$ cat src/rtl/fetch_stage.sv
// Instruction-fetch stage with IF/ID pipeline register, one-entry skid buffer
// for stalls, redirect handling, and a sticky imem timeout flag.
module fetch_stage #(
  parameter logic [31:0] RESET_PC = 32'h0000_0000,
  parameter int unsigned TIMEOUT  = 255
) (
  input  logic        clk,
  input  logic        rstn,
  output logic        imem_req,
  output logic [31:0] imem_addr,
  input  logic        imem_ack,
  input  logic [31:0] imem_rdata,
  input  logic        stall,
  input  logic        redirect,
  input  logic [31:0] redirect_pc,
  output logic        id_valid,
  output logic [31:0] id_instr,
  output logic [31:0] id_pc,
  output logic [31:0] id_pc_plus4,
  output logic [5:0]  id_opcode,
  output logic        imem_timeout
);

  typedef enum logic [1:0] {S_REQ, S_HOLD, S_DRAIN} state_e;

  localparam logic [16:0] TMO = 17'(TIMEOUT);

  state_e      state_q, state_d;
  logic [31:0] pc_q, pc_d;
  logic [31:0] tgt_q, tgt_d;
  logic        req_q, req_d;
  logic        id_valid_q, id_valid_d;
  logic [31:0] id_instr_q, id_instr_d;
  logic [31:0] id_pc_q, id_pc_d;
  logic [31:0] id_pc4_q, id_pc4_d;
  logic [31:0] skid_instr_q, skid_instr_d;
  logic [31:0] skid_pc_q, skid_pc_d;
  logic [15:0] wait_cnt_q, wait_cnt_d;
  logic        timeout_q, timeout_d;
  logic        ack_v;
  logic [16:0] wait_nxt;

  // An ack is only meaningful while a request is actually on the bus.
  assign ack_v    = imem_ack & req_q;
  assign wait_nxt = {1'b0, wait_cnt_q} + 17'd1;

  always_comb begin
    state_d      = state_q;
    pc_d         = pc_q;
    tgt_d        = tgt_q;
    id_valid_d   = id_valid_q;
    id_instr_d   = id_instr_q;
    id_pc_d      = id_pc_q;
    id_pc4_d     = id_pc4_q;
    skid_instr_d = skid_instr_q;
    skid_pc_d    = skid_pc_q;
    wait_cnt_d   = wait_cnt_q;
    timeout_d    = timeout_q;

    case (state_q)
      S_REQ: begin
        if (redirect) begin
          id_valid_d = 1'b0;
          id_instr_d = 32'h0;
          // With a request still outstanding the address must stay put until ack.
          if (ack_v || !req_q) begin
            pc_d = redirect_pc;
          end else begin
            tgt_d   = redirect_pc;
            state_d = S_DRAIN;
          end
        end else if (ack_v) begin
          pc_d = pc_q + 32'd4;
          if (stall) begin
            skid_instr_d = imem_rdata;
            skid_pc_d    = pc_q;
            state_d      = S_HOLD;
          end else begin
            id_valid_d = 1'b1;
            id_instr_d = imem_rdata;
            id_pc_d    = pc_q;
            id_pc4_d   = pc_q + 32'd4;
          end
        end else if (!stall) begin
          id_valid_d = 1'b0;
          id_instr_d = 32'h0;
        end
      end
      S_HOLD: begin
        if (redirect) begin
          skid_instr_d = 32'h0;
          skid_pc_d    = 32'h0;
          pc_d         = redirect_pc;
          id_valid_d   = 1'b0;
          id_instr_d   = 32'h0;
          state_d      = S_REQ;
        end else if (!stall) begin
          id_valid_d = 1'b1;
          id_instr_d = skid_instr_q;
          id_pc_d    = skid_pc_q;
          id_pc4_d   = skid_pc_q + 32'd4;
          state_d    = S_REQ;
        end
      end
      S_DRAIN: begin
        id_valid_d = 1'b0;
        id_instr_d = 32'h0;
        if (ack_v) begin
          pc_d    = redirect ? redirect_pc : tgt_q;
          state_d = S_REQ;
        end else if (redirect) begin
          tgt_d = redirect_pc;
        end
      end
      default: state_d = S_REQ;
    endcase

    req_d = (state_d != S_HOLD);

    if (ack_v) begin
      wait_cnt_d = 16'h0;
    end else if (req_q) begin
      if (wait_cnt_q != 16'hFFFF) wait_cnt_d = wait_cnt_q + 16'd1;
      if (wait_nxt >= TMO) timeout_d = 1'b1;
    end
  end

  always_ff @(posedge clk or negedge rstn) begin
    if (!rstn) begin
      state_q      <= S_REQ;
      pc_q         <= RESET_PC;
      tgt_q        <= 32'h0;
      req_q        <= 1'b0;
      id_valid_q   <= 1'b0;
      id_instr_q   <= 32'h0;
      id_pc_q      <= 32'h0;
      id_pc4_q     <= 32'h0;
      skid_instr_q <= 32'h0;
      skid_pc_q    <= 32'h0;
      wait_cnt_q   <= 16'h0;
      timeout_q    <= 1'b0;
    end else begin
      state_q      <= state_d;
      pc_q         <= pc_d;
      tgt_q        <= tgt_d;
      req_q        <= req_d;
      id_valid_q   <= id_valid_d;
      id_instr_q   <= id_instr_d;
      id_pc_q      <= id_pc_d;
      id_pc4_q     <= id_pc4_d;
      skid_instr_q <= skid_instr_d;
      skid_pc_q    <= skid_pc_d;
      wait_cnt_q   <= wait_cnt_d;
      timeout_q    <= timeout_d;
    end
  end

  assign imem_req     = req_q;
  assign imem_addr    = pc_q;
  assign id_valid     = id_valid_q;
  assign id_instr     = id_instr_q;
  assign id_pc        = id_pc_q;
  assign id_pc_plus4  = id_pc4_q;
  assign id_opcode    = id_instr_q[31:26];
  assign imem_timeout = timeout_q;

endmodule

$ cat config.mk
export PLATFORM = sky130hd
export DESIGN_NAME = fetch_stage
export DESIGN_NICKNAME = d
export VERILOG_FILES = /design/src/rtl/fetch_stage.sv
export SDC_FILE = /design/constraint.sdc
export NUM_CORES = 1
export LEC_CHECK = 0
export ABC_AREA = 1
export CAP_MARGIN = 0
export CELL_PAD_IN_SITES_DETAIL_PLACEMENT = 0
export CELL_PAD_IN_SITES_GLOBAL_PLACEMENT = 2
export CORE_UTILIZATION = 31
export CTS_CLUSTER_SIZE = 12
export DETAILED_ROUTE_END_ITERATION = 8
export PLACE_DENSITY_LB_ADDON = 0.2
export SLEW_MARGIN = 30
export SYNTH_ARGS = -nofsm -noshare
export SYNTH_HDL_FRONTEND = slang
export SYNTH_SLANG_ARGS = --single-unit
$ cat constraint.sdc
create_clock -name clk -period 2.5 [get_ports clk]
set_clock_uncertainty 0.2 [all_clocks]
set_input_delay 0.5 -clock clk [delete_from_list [all_inputs] [get_ports clk]]
set_output_delay 0.5 -clock clk [all_outputs]
set_load 0.1 [all_outputs]
==> flow_summary_export.csv <==
group,metric,value,unit
die,row_count,75,
timing,fin_setup_tns,0,ns
logic_synthesis,yosys_warnings,0,
timing,hold_violations,0,
timing,relSlewSlack,0.623,
detailed_routing,vias,12753,
timing,drv_slew,0,
worst_setup_path,crit_fanout,7,
layout,area_delta_synth_final,29.9,%
worst_setup_path,endpoint_kind,"flop",
detailed_routing,finalWirelength,47.5,mm
worst_setup_path,required,2.77,ns
detailed_routing,via_per_inst,4.88,
worst_setup_path,worst-r2r-cell-count,9,
logic_synthesis,syn_area_per_cell,7.55,sq um
timing,fin_crit_sh,0.960,
detailed_routing,ant_nets,0,
die,start_util,0.318,
detailed_routing,drt_iter0_drc,999,
place,port_buffers,205,
worst_setup_path,worstSetupPathType,"reg -> reg",
logic_synthesis,synth.distinct_cells,52,
die,io_pins,206,
layout,multi_input_comb_area,0.00614,sq mm
layout,seq_area,0.00608,sq mm
detailed_routing,drc,0,
global_route,gr-total-overflow,0,
logic_synthesis,synth_fp_nets,1859,
clock_network,root_buffer,"clkbuf_16",
logic_synthesis,synth_cells,1782,
detailed_routing,drtPass1Iterations,7,
die,core_area,0.0423,sq mm
timing,setup_viol,0,
detailed_routing,wl_per_cell,18.2,microns
clock_network,htreeDepth,1,
worst_setup_path,rrSetupSlack,0.10,ns
clock_network,cts_buffer_depth,3,
worst_setup_path,startpoint,"state_q[1]",
die,die_h,210,microns
timing,tightest_slew,0.566,ns
layout,drive_above_1_share,0.160,
layout,final_nets,2091,
die,fp.dieW,210,microns
place,routabilityCongestion,0.845,
logic_synthesis,ys_seq_area_frac,0.452,
outcome,status,"complete, no violations",
clock_network,clkLatencyLatePin,0.58,ns
worst_setup_path,start_kind,"flop",
logic_synthesis,yosys_register_bits,243,
clock_network,cts_tree,"done",
layout,diodes,0,
layout,nFillCells,4411,
timing,timing.fmax,0.417,GHz
worst_setup_path,crit_path_end,"imem_addr[0]",
global_route,grt_pass1_wl,73.8,mm
worst_setup_path,cp_data_arrival_time,2.67,ns
place,place_hpwl,35.2,mm
clock_network,numCtsBuffers,30,
global_route,antenna_found_initial,1,
global_route,grt_max_degree,92,
global_route,grt_use_total,0.215,
die,die_area,0.0442,sq mm
clock_network,cts.clk_slew.worst_paths,0.06,ns
global_route,grt_pass1_vias,12245,
run,drv_cap,0,
worst_setup_path,reg2reg_to,"imem_addr[0]",
logic_synthesis,synthesis.area,0.0134,sq mm
timing,post-route-min-period,2.40,ns
clock_network,clkSinkCount,243,
worst_setup_path,r2r_start,"state_q[1]",
worst_hold_path,worstHoldPathType,"in -> async",
cells in the final DEF (no fill, tap or decap), types with 8 or more instances in the layout:
cell,n
clkbuf_8,10
nor3_1,27
o22ai_1,38
clkbuf_16,31
o211ai_1,10
buf_4,206
o21ai_0,156
nand3_1,87
nor2_1,151
a21oi_1,82
o221ai_1,32
inv_2,8
nand2_1,465
dfrtp_1,240
buf_12,25
o21a_1,40
nand4_1,16
a31oi_1,9
inv_1,199
a22oi_1,13
xor2_1,27
clkdlybuf4s50_1,67
cell usage after synthesis (all sizes together):
master   number  area (sq um)
nand3b        2          15.0
o21bai        2          15.0
xnor2         5          43.8
a21oi        83           419
clkbuf       46           174
a22o          4          35.0
a22oi        13          97.6
o21a         40           300
and3          1          7.51
a41oi         2          17.5
a31oi         9          56.3
mux2          3          33.8
o2111ai       2          17.5
nand2       469          1770
dfrtp       243          6080
o31ai         1          7.51
inv         208           781
o22a          1          8.76
a221oi        1          8.76
nor2        157           617
nand3        92           480
or2           7          46.3
o21ai       165           830
ha            8           100
nor3b         1          7.51
a2bb2oi       1          8.76
o211ai       10          75.1
buf          54           304
xor2         27           236
nand4        16           100
o22ai        38           238
a211oi        8          72.6
o221ai       33           289
clkinv        2          7.51
nor3         28           145
worst min path at each step:
stage / start / endpoint / slack [ns] / cells past startpoint
2_1_floorplan: rstn / id_instr[0] / 0.004 / 0
3_3_place_gp: id_pc[15] / id_pc[15] / 0.26 / 2
3_5_place_dp: id_pc_plus4[30] / id_pc_plus4[30] / 0.27 / 2
4_1_cts: id_pc_plus4[28] / id_pc_plus4[28] / 0.28 / 2
5_1_grt: imem_timeout / imem_timeout / 0.30 / 2
6_report: rstn / state_q[0] / 0.28 / 2
area by class of cell:
cell class / count / area share
multi-input cells: 1229 / 0.352
flip-flops and latches: 243 / 0.348
repair buffers: 300 / 0.157
clock buffers: 48 / 0.0538
inverters: 210 / 0.0454
well taps: 577 / 0.0413
clock inverters: 7 / 0.00244
repair_timing:
| item | 4_1_cts | 5_1_grt |
|---|---|---|
| resized for setup | 2 | 7 |
| hold endpoints to repair | 51 | 0 |
| hold buffers | 1 | 0 |
| setup buffers | 0 | 2 |
| endpoints found under the setup margin | 3 | 13 |
state kept, by name (all words and copies together) (netlist names):
| name | flops |
|---|---|
| id_instr | 32 |
| id_pc | 32 |
| id_pc_plus4 | 30 |
| id_valid | 1 |
| imem_addr | 32 |
| imem_req | 1 |
| imem_timeout | 1 |
| skid_instr_q | 32 |
| skid_pc_q | 32 |
| state_q | 2 |
| tgt_q | 32 |
| wait_cnt_q | 16 |
stage by stage:
step,area [sq um],setup WS (ns),hold slack [ns],utilization,std cells
after detailed placement,16400,-0.162,0.266,0.388,2556
after global placement,16400,-0.176,0.265,0.388,2556
final,17500,0.100,0.277,0.413,2614
after floorplan,13500,0.0128,0.00441,-,1782
after global routing,17500,-0.00475,0.299,0.413,2614
after CTS,17400,0.0563,0.283,0.412,2612
metal layers:
layer	global-route usage	wire length (microns)	vias to the layer above
met4	0.0456	947	0
met3	0.0252	1960	48
met1	0.331	24100	6070
li1	-	-	6344
met2	0.321	20500	291
met5	0	0	-
worst max-delay path, stage by stage, from the launching register on:
cell and delay (ns):
dfrtp_1 0.42, inv_1 0.09, buf_4 0.15, ha_2 0.33, nand2_2 0.13, clkinvlp_4 0.17
nor2_4 0.20, inv_2 0.11, a22o_1 0.23, mux2_2 0.26
cell families (layout without fill, tap and decap cells):
kind of cell / after synthesis / in the layout / synth area share
mux: 3 / 3 / 0.00251
compound gates: 413 / 413 / 0.186
xor+xnor: 32 / 32 / 0.0208
simple gates: 773 / 773 / 0.237
fa+ha+maj: 8 / 8 / 0.00744
flops: 243 / 243 / 0.452
buf+inv: 310 / 565 / 0.0942
Power is not shown: default switching activity piles up to over one toggle a cycle in this logic, so the estimate is an artifact.
